**src/rtl/manchester_decoder.sv**
```systemverilog
// Manchester (IEEE 802.3) frame decoder: start bit '1', 8 data bits LSB first.
// Ports: clk, rst_n (async low), rx (line) -> data, valid, err, busy.
module manchester_decoder #(
  parameter int OVERSAMPLE = 16
) (
  input  logic       clk,
  input  logic       rst_n,
  input  logic       rx,
  output logic [7:0] data,
  output logic       valid,
  output logic       err,
  output logic       busy
);

  localparam int CW = $clog2(OVERSAMPLE) + 1;
  localparam logic [CW-1:0] SAMP = CW'(3 * OVERSAMPLE / 4 - 1);
  localparam logic [CW-1:0] TOUT = CW'(5 * OVERSAMPLE / 4);

  typedef enum logic [1:0] {
    IDLE,
    WAIT_SAMPLE,
    WAIT_EDGE
  } state_t;

  state_t state;
  state_t state_n;

  logic rx_m;
  logic rx_s;
  logic rx_d;
  logic rise;
  logic chg;

  logic [CW-1:0] cnt;
  logic [CW-1:0] cnt_n;
  logic          h;
  logic          h_n;
  logic [2:0]    idx;
  logic [2:0]    idx_n;
  logic [7:0]    sr;
  logic [7:0]    sr_n;
  logic          done;
  logic          done_n;
  logic          fail;
  logic          fail_n;

  always_ff @(posedge clk or negedge rst_n) begin
    if (!rst_n) begin
      rx_m <= 1'b0;
      rx_s <= 1'b0;
      rx_d <= 1'b0;
    end else begin
      rx_m <= rx;
      rx_s <= rx_m;
      rx_d <= rx_s;
    end
  end

  assign rise = rx_s & ~rx_d;
  assign chg  = rx_s ^ rx_d;

  always_ff @(posedge clk or negedge rst_n) begin
    if (!rst_n) begin
      state <= IDLE;
      cnt   <= '0;
      h     <= 1'b0;
      idx   <= '0;
      sr    <= '0;
      done  <= 1'b0;
      fail  <= 1'b0;
    end else begin
      state <= state_n;
      cnt   <= cnt_n;
      h     <= h_n;
      idx   <= idx_n;
      sr    <= sr_n;
      done  <= done_n;
      fail  <= fail_n;
    end
  end

  // h is the first-half level of the bit; the mid-bit edge must move
  // the line away from it, otherwise an extra transition slipped in.
  always_comb begin
    state_n = state;
    cnt_n   = cnt;
    h_n     = h;
    idx_n   = idx;
    sr_n    = sr;
    done_n  = 1'b0;
    fail_n  = 1'b0;
    unique case (state)
      IDLE: begin
        cnt_n = '0;
        if (rise) begin
          idx_n   = '0;
          state_n = WAIT_SAMPLE;
        end
      end
      WAIT_SAMPLE: begin
        cnt_n = cnt + CW'(1);
        if (cnt == SAMP) begin
          h_n     = rx_s;
          state_n = WAIT_EDGE;
        end
      end
      WAIT_EDGE: begin
        cnt_n = cnt + CW'(1);
        if (chg) begin
          cnt_n = '0;
          if (rx_s == h) begin
            fail_n  = 1'b1;
            state_n = IDLE;
          end else begin
            sr_n[idx] = ~h;
            idx_n     = idx + 3'd1;
            if (idx == 3'd7) begin
              done_n  = 1'b1;
              state_n = IDLE;
            end else begin
              state_n = WAIT_SAMPLE;
            end
          end
        end else if (cnt == TOUT) begin
          cnt_n   = '0;
          fail_n  = 1'b1;
          state_n = IDLE;
        end
      end
      default: begin
        cnt_n   = '0;
        state_n = IDLE;
      end
    endcase
  end

  // Output stage: one register after the FSM decision.
  always_ff @(posedge clk or negedge rst_n) begin
    if (!rst_n) begin
      data  <= 8'h00;
      valid <= 1'b0;
      err   <= 1'b0;
    end else begin
      valid <= done;
      err   <= fail;
      if (done) begin
        data <= sr;
      end
    end
  end

  assign busy = (state != IDLE);

endmodule

```
**config.mk**
```make
export PLATFORM = sky130hd
export DESIGN_NAME = manchester_decoder
export DESIGN_NICKNAME = d
export VERILOG_FILES = /design/src/rtl/manchester_decoder.sv
export SDC_FILE = /design/constraint.sdc
export NUM_CORES = 1
export LEC_CHECK = 0
export CORE_UTILIZATION = 60
export CTS_CLUSTER_DIAMETER = 100
export DETAILED_ROUTE_END_ITERATION = 8
export PLACE_DENSITY = 0.85
export SLEW_MARGIN = 20
export SYNTH_ARGS = -nofsm -noshare
export SYNTH_HDL_FRONTEND = slang
export SYNTH_SLANG_ARGS = --single-unit
```
**constraint.sdc**
```tcl
create_clock -name clk -period 4.05 [get_ports clk]
set_input_delay 1.0125 -clock clk [delete_from_list [all_inputs] [get_ports clk]]
set_output_delay 1.0125 -clock clk [all_outputs]
set_load 0.03 [all_outputs]
```
# Word level (Yosys, flattened, before mapping)
# Cells that the tools add are included.
# W data, S select, Z words.
[word_totals] regBits=34
[classes] add_sub_neg=2 magnitude_cmp=2 n_eq_ne=11 mux=25 n_bitwise=5 reduce_logical=8
[op_table] op="$mux W1" n=11
[op_table] op="$mux W5" n=2
[op_table] op="$pmux W5 S2" n=1
[op_table] op="$mux W3" n=3
[op_table] op="$bwmux W8" n=1
[op_table] op="$mux W2" n=4
[op_table] op="$ne A2 B2 Y1 const B" n=4
[op_table] op="$pmux W2 S3" n=1
[op_table] op="$pmux W3 S2" n=1
[op_table] op="$reduce_and A3 Y1" n=2
[op_table] op="$add A5 B1 Y5 const B" n=1
[op_table] op="$eq A5 B4 Y1 const B" n=1
[op_table] op="$eq A5 B5 Y1 const B" n=1
[op_table] op="$lt A3 B4 Y1 const B" n=1
[op_table] op="$reduce_and A4 Y1" n=1
[op_table] op="$reduce_bool A2 Y1" n=2
[op_table] op="$add A3 B1 Y3 const B" n=1
[op_table] op="$demux W1 S3" n=1
[op_table] op="$eq A3 B3 Y1 const B" n=1
[op_table] op="$ge A3 B1 Y1 const B" n=1
[op_table] op="$ne A3 B3 Y1 const B" n=1
[op_table] op="$not A1 Y1" n=3
[op_table] op="$eq A2 B1 Y1 const B" n=1
[op_table] op="$eq A2 B2 Y1 const B" n=1
[op_table] op="other kinds (6)" n=6

# Logic depth before layout (Yosys ltp)
# Gate-level depths: netlist of the first run.
[logic_depth] ltp_word=5 mapped_depth=7 depth_no_buf=6

# Worst setup path after synthesis of the first run
# Ideal clock, no wire load.
[synth_timing] path_kind="register -> output" from="register state[0]" to="output port busy" arrival_time_ps=867 path_slack_ps=2171 stages_incl_launch_ff=4 n_path_buf=0 path_cell_list="dfrtp_1 -> inv_1 -> ha_1 -> inv_1"
[synth_via] elab_chain_cells=1
[synth_rtl] element="start, declared" line_no="25" text="state_t state;"
[synth_rtl] element="start signal, assigned" line_no="72" text="state <= state_n;"
[synth_rtl] element="$reduce_bool A2 Y1" line_no="152" text="assign busy = (state != IDLE);"
[synth_rtl] element="end, declared" line_no="12" text="output logic busy"
# Every way passes these cells.

# Worst setup path after layout of the first run
# Same ends and word-level chain as after synthesis.

==> results of run 1 <==
stage by stage:
step / hold WS (ns) / cell area, um2
after floorplan: 0.331 / 1550
after global placement: 0.334 / 1700
after detailed placement: 0.342 / 1700
after CTS: 0.364 / 1780
after global routing: 0.376 / 1780
final: 0.359 / 1780
per-layer routing:
metal | routed length [um] | up-vias | share of wire [%] | global-route usage [%]
li1 | - | 474 | - | -
met1 | 1070 | 490 | 40 | 25.8
met2 | 1460 | 17 | 55 | 39.7
met3 | 78 | 6 | 3.0 | 6.38
met4 | 39 | 0 | 1.5 | 14.0
met5 | 0 | - | 0 | 0
power by group through the flow:
stage | Combinational, uW | Sequential [uW] | Clock (uW)
2_1_floorplan | 90.0 | 370 | 0
3_3_place_gp | 121 | 372 | 0
3_5_place_dp | 128 | 375 | 0
4_1_cts | 128 | 368 | 255
5_1_grt | 145 | 370 | 272
6_report | 128 | 368 | 249
critical path: cells and delay by family, from the launching register on:
kind / cells / cell delay (ns)
adder cells (fa/ha/maj): 1 / 0.26
buffers and inverters: 3 / 0.81
flip-flops: 1 / 0.42
synth_stat cells (2+ instances only):
master / count
o21ai_0: 8
dfrtp_1: 34
ha_1: 9
a21oi_1: 2
nand2_1: 6
mux2i_1: 4
inv_1: 12
xor2_1: 2
o41ai_1: 2
nor2_1: 8
mux2_2: 9
nand3_1: 3
o31ai_1: 9
state kept, by name (all words and copies together), names as in the netlist:
register and count:
sr 8, rx_d 1, idx 3, fail 1, valid 1, rx_m 1, h 1, err 1
rx_s 1, data 8, done 1, cnt 5, state 2
cells by family (layout without fill, tap and decap cells):
kind of cell | after synthesis | after routing | synth area share (%)
flops | 34 | 34 | 55.0
compound gates | 25 | 25 | 11.2
simple gates | 25 | 25 | 8.90
buf+inv | 15 | 33 | 4.21
mux | 14 | 14 | 9.87
fa+ha+maj | 9 | 9 | 7.28
xor+xnor | 4 | 4 | 3.48
path summary, 6_finish.rpt:
check | from | end | slack [ns] | cells after the start
max | state[0] | busy | 1.22 | 4
min | fail | err | 0.36 | 0
max reg2reg | state[0] | sr[0] | 2.16 | 6
min reg2reg | fail | err | 0.36 | 0
max in group asynchronous | rst_n | sr[5] | 2.67 | 2
min in group asynchronous | rst_n | err | 1.08 | 2
layout make-up:
cell class                 instances  area [um2]  area share, %
clock buffer                       6        51.3           2.88
clock inverter                     1        30.0           1.68
inverter                          12        45.0           2.53
multi-input combinational         77         631           35.4
sequential                        34         851           47.7
tap                               30        37.5           2.11
timing repair buffer              14         138           7.72
==> results.cfg, run 1 <==
[status]
outcome = finished, final reports clean

[yosys]
synthCells = 126
seq_area_frac_synth_pct = 55.0
synth_area_leaders = dfrtp_1 55%, ha_1 7.3%, mux2_2 6.6%, o31ai_1 4.4%, inv_1 2.9%
yosysWarnings = 0
synth-main-ff-cell = dfrtp_1
synth-edff-count = 0
synth_top_cell_by_area = dfrtp_1
synth_area_um2 = 1550
synthDistinctLibCells = 31
avgSynthCellArea_um2 = 12.3
synthArstFlopShare_pct = 100
syn_nets = 138
synth-seq-cells = 34
yosys.area.top_type_share_pct = 55.0

[power]
peakVddDrop_mv = 0.440
power_frac_comb_pct = 17.2
p_total_uw = 745
p_per_area_nw_per_um2 = 418
cellLeakagePower_uw = 0.000857
clockPowerShare_pct = 33.4
p_switching_uw = 195
seqPwrFrac_pct = 49.4
sw_frac_of_total_pct = 26.2
power.internal_uw = 550

[clocking]
postCtsSetupBuffers = 0
cts_resized = 0
clock_path_buffers = 2
ctsHoldBuffers = 0
clk_latency_ns = 0.32
cts_root_buffer = clkbuf_4
htreeDepth = 2
cts_tree = done
clock-sinks = 34
cts.reportedPaths.clkPinSlew_ns = 0.10
numCtsBuffers = 5

[route]
firstDrtPassIters = 4
drc = 0
wire_per_inst_um = 15.2
wl_um = 2640
dr.first_iter.drc_count = 9
viasPerCell = 5.67
vias = 987
ant_nets = 0

[grt]
grt_use_total_pct = 23.4
grt_pass1_vias = 1002
antenna_found_initial = 0
overflow = 0
grt_pass1_wl_um = 4350
grt_max_degree = 35

[worst_setup_path]
crit_path_cell_trace = inv_1 > ha_1 > inv_1 > clkdlybuf4s50_1
arrival_ns = 1.82
cp_max_fo = 4
crit_top_cell = inv_1
worstSetupPathType = flop to output pin
crit_path_max_incr_delay_ns = 0.65
slowest_stage = clkdlybuf4s50_1
critPathLaunchType = flop
critPathCaptureType = output pin
critPathRequiredTime_ns = 3.04

[timing]
setup_viol_count_final = 0
fin_crit_ns = 2.83
setup_ws_ns = 1.22
finalHoldViolations = 0
tns_ns = 0
fin_crit_sh_pct = 69.8
slew_viol_final = 0
rsz0062_at_grt = false
slew_headroom_pct = 71.0
tightest_slew_ns = 0.435
fmaxAchievable_ghz = 0.354
skew_ns = 0.00376

[floorplanning]
io_pins = 14
num_rows = 18
dieWidth_um = 52.8
core_region_area_um2 = 2450
die_area_um2 = 2780
start_util_pct = 63.0
die_y_um = 52.8

[cells_and_area]
layout.cells.non_filler = 174
drive_gt1_share_pct = 15.3
final_nets = 156
final_common_cell = dfrtp_1
mostFrequentLayoutCells = 34 x dfrtp_1, 13 x clkdlybuf4s50_1, 12 x inv_1
area_growth_pct = 15.3
antennaDiodeCount = 0
final_util_pct = 72.6
fill_cells = 167

[placed_design]
pre_cts_slack_ns = 1.59
dp.cells = 167
gp_congestion = 0.733
place_hpwl_um = 1880
numPortBuffers = 13

[job]
maxCapViolCount = 0

[min_path]
hp-class = flop to flop
(Power assumes the default switching activity.)
==> run 2: changes to the inputs <==
Settings changed: CORE_UTILIZATION 60 to 56, PLACE_DENSITY 0.85 to 0.8.
Clock period 4.05 ns to 2.7 ns, I/O delays scaled along.
==> results.cfg, run 2 (synthesis gave the netlist of run 1 again) <==
[timing]
setup_ws_ns = 0.249
tightest_slew_ns = 0.430
hold_slack_ns = 0.358
tns_ns = 0
slew_headroom_pct = 71.3
fin_crit_ns = 2.45
rsz0062_at_grt = false
fmaxAchievable_ghz = 0.408
slew_viol_final = 0
fin_crit_sh_pct = 90.8
finalHoldViolations = 0
skew_ns = 0.00251
setup_viol_count_final = 0

[power]
p_per_area_nw_per_um2 = 575
cellLeakagePower_uw = 0.000843
p_total_uw = 1010
peakVddDrop_mv = 0.508

[cells_and_area]
area_growth_pct = 13.3
final_nets = 156
final_common_cell = dfrtp_1
drive_gt1_share_pct = 14.7
layout.cells.non_filler = 173
top_regs = data x8, sr x8, cnt x5
mostFrequentLayoutCells = 34 x dfrtp_1, 13 x clkdlybuf4s50_1, 12 x inv_1
antennaDiodeCount = 0
fill_cells = 193

[route]
ant_nets = 0
dr.first_iter.drc_count = 22
vias = 973
viasPerCell = 5.62
firstDrtPassIters = 4
wire_per_inst_um = 13.8
wl_um = 2390
drc = 0

[min_path]
whs_path_depth = 0
hp-class = flop to flop

[floorplanning]
io_pins = 14
dieWidth_um = 54.6
die_y_um = 54.6
die_area_um2 = 2980
core_region_area_um2 = 2540
num_rows = 18
start_util_pct = 60.8

[placed_design]
place_hpwl_um = 1690
gp_congestion = 0.784
numPortBuffers = 13
dp.cells = 167
pre_cts_slack_ns = 0.616

[grt]
overflow = 0
antenna_found_initial = 0
grt_pass1_wl_um = 4040
grt_max_degree = 35
grt_use_total_pct = 20.5
grt_pass1_vias = 926

[worst_setup_path]
crit_path_cell_trace = inv_1 > ha_1 > inv_1 > clkdlybuf4s50_1
crit_top_cell = inv_1
critPathLaunchType = flop
path_buf_inv = 3
cp_max_fo = 4
r2r_slack_ns = 0.85
cp.depth = 4
critPathCaptureType = output pin
arrival_ns = 1.78
critPathRequiredTime_ns = 2.03
worstSetupPathType = flop to output pin
cpLargestDelayFamily = buffers and inverters
crit_path_max_incr_delay_ns = 0.66
slowest_stage = clkdlybuf4s50_1
r2r_cells = 6

[clocking]
numCtsBuffers = 5
clock_path_buffers = 2
clock-sinks = 34
ctsHoldBuffers = 0
clk_latency_ns = 0.32
cts.reportedPaths.clkPinSlew_ns = 0.09
cts_tree = done
cts_root_buffer = clkbuf_4
htreeDepth = 2
postCtsSetupBuffers = 0
cts_resized = 0

[job]
maxCapViolCount = 0

[status]
outcome = finished, final reports clean
[run 2: cell count changes in the layout (fill, tap and decap cells not counted), sizes merged]
cell    before  now
bufinv       1    0
[run 2: routing by layer]
layer	vias up	track usage [%]	share of wire, %
met5	-	0	0
met4	0	11.5	2.3
met3	8	5.83	3.3
met2	16	32.3	48
met1	473	25.0	46
li1	476	-	-
[run 2: path summary, 6_finish.rpt]
path                       endpoint      from
setup / recovery               busy  state[0]
hold / removal                  err      fail
setup reg to reg              sr[0]  state[0]
hold reg to reg                 err      fail
max in group asynchronous   data[5]     rst_n
min in group asynchronous   data[1]     rst_n
[run 2: worst register-to-register path: cells and delay by family, from the launching register on]
kind,cells,cell delay (ns)
flops,1,0.42
compound gates,2,0.37
simple gates,2,0.46
buf+inv,1,0.09
fa+ha+maj,1,0.39
[run 2: cell type report]
cell class	instances	area, um2	share of cell area (%)
clock buffer	6	51.3	2.93
sequential	34	851	48.5
timing repair buffer	14	138	7.85
inverter	12	45.0	2.57
multi-input combinational	77	631	36.0
tap	30	37.5	2.14
[run 2: report_power, final]
part           internal, uW  switching [uW]  total, uW
sequential              530            18.6        548
clock                   117             150        268
combinational          80.0             112        192
[run 2: metrics by stage]
step                      util (%)  area [um2]
after floorplan                  -        1550
after global placement        66.9        1700
after detailed placement      66.9        1700
after CTS                     68.9        1750
after global routing          68.9        1750
final                         68.9        1750
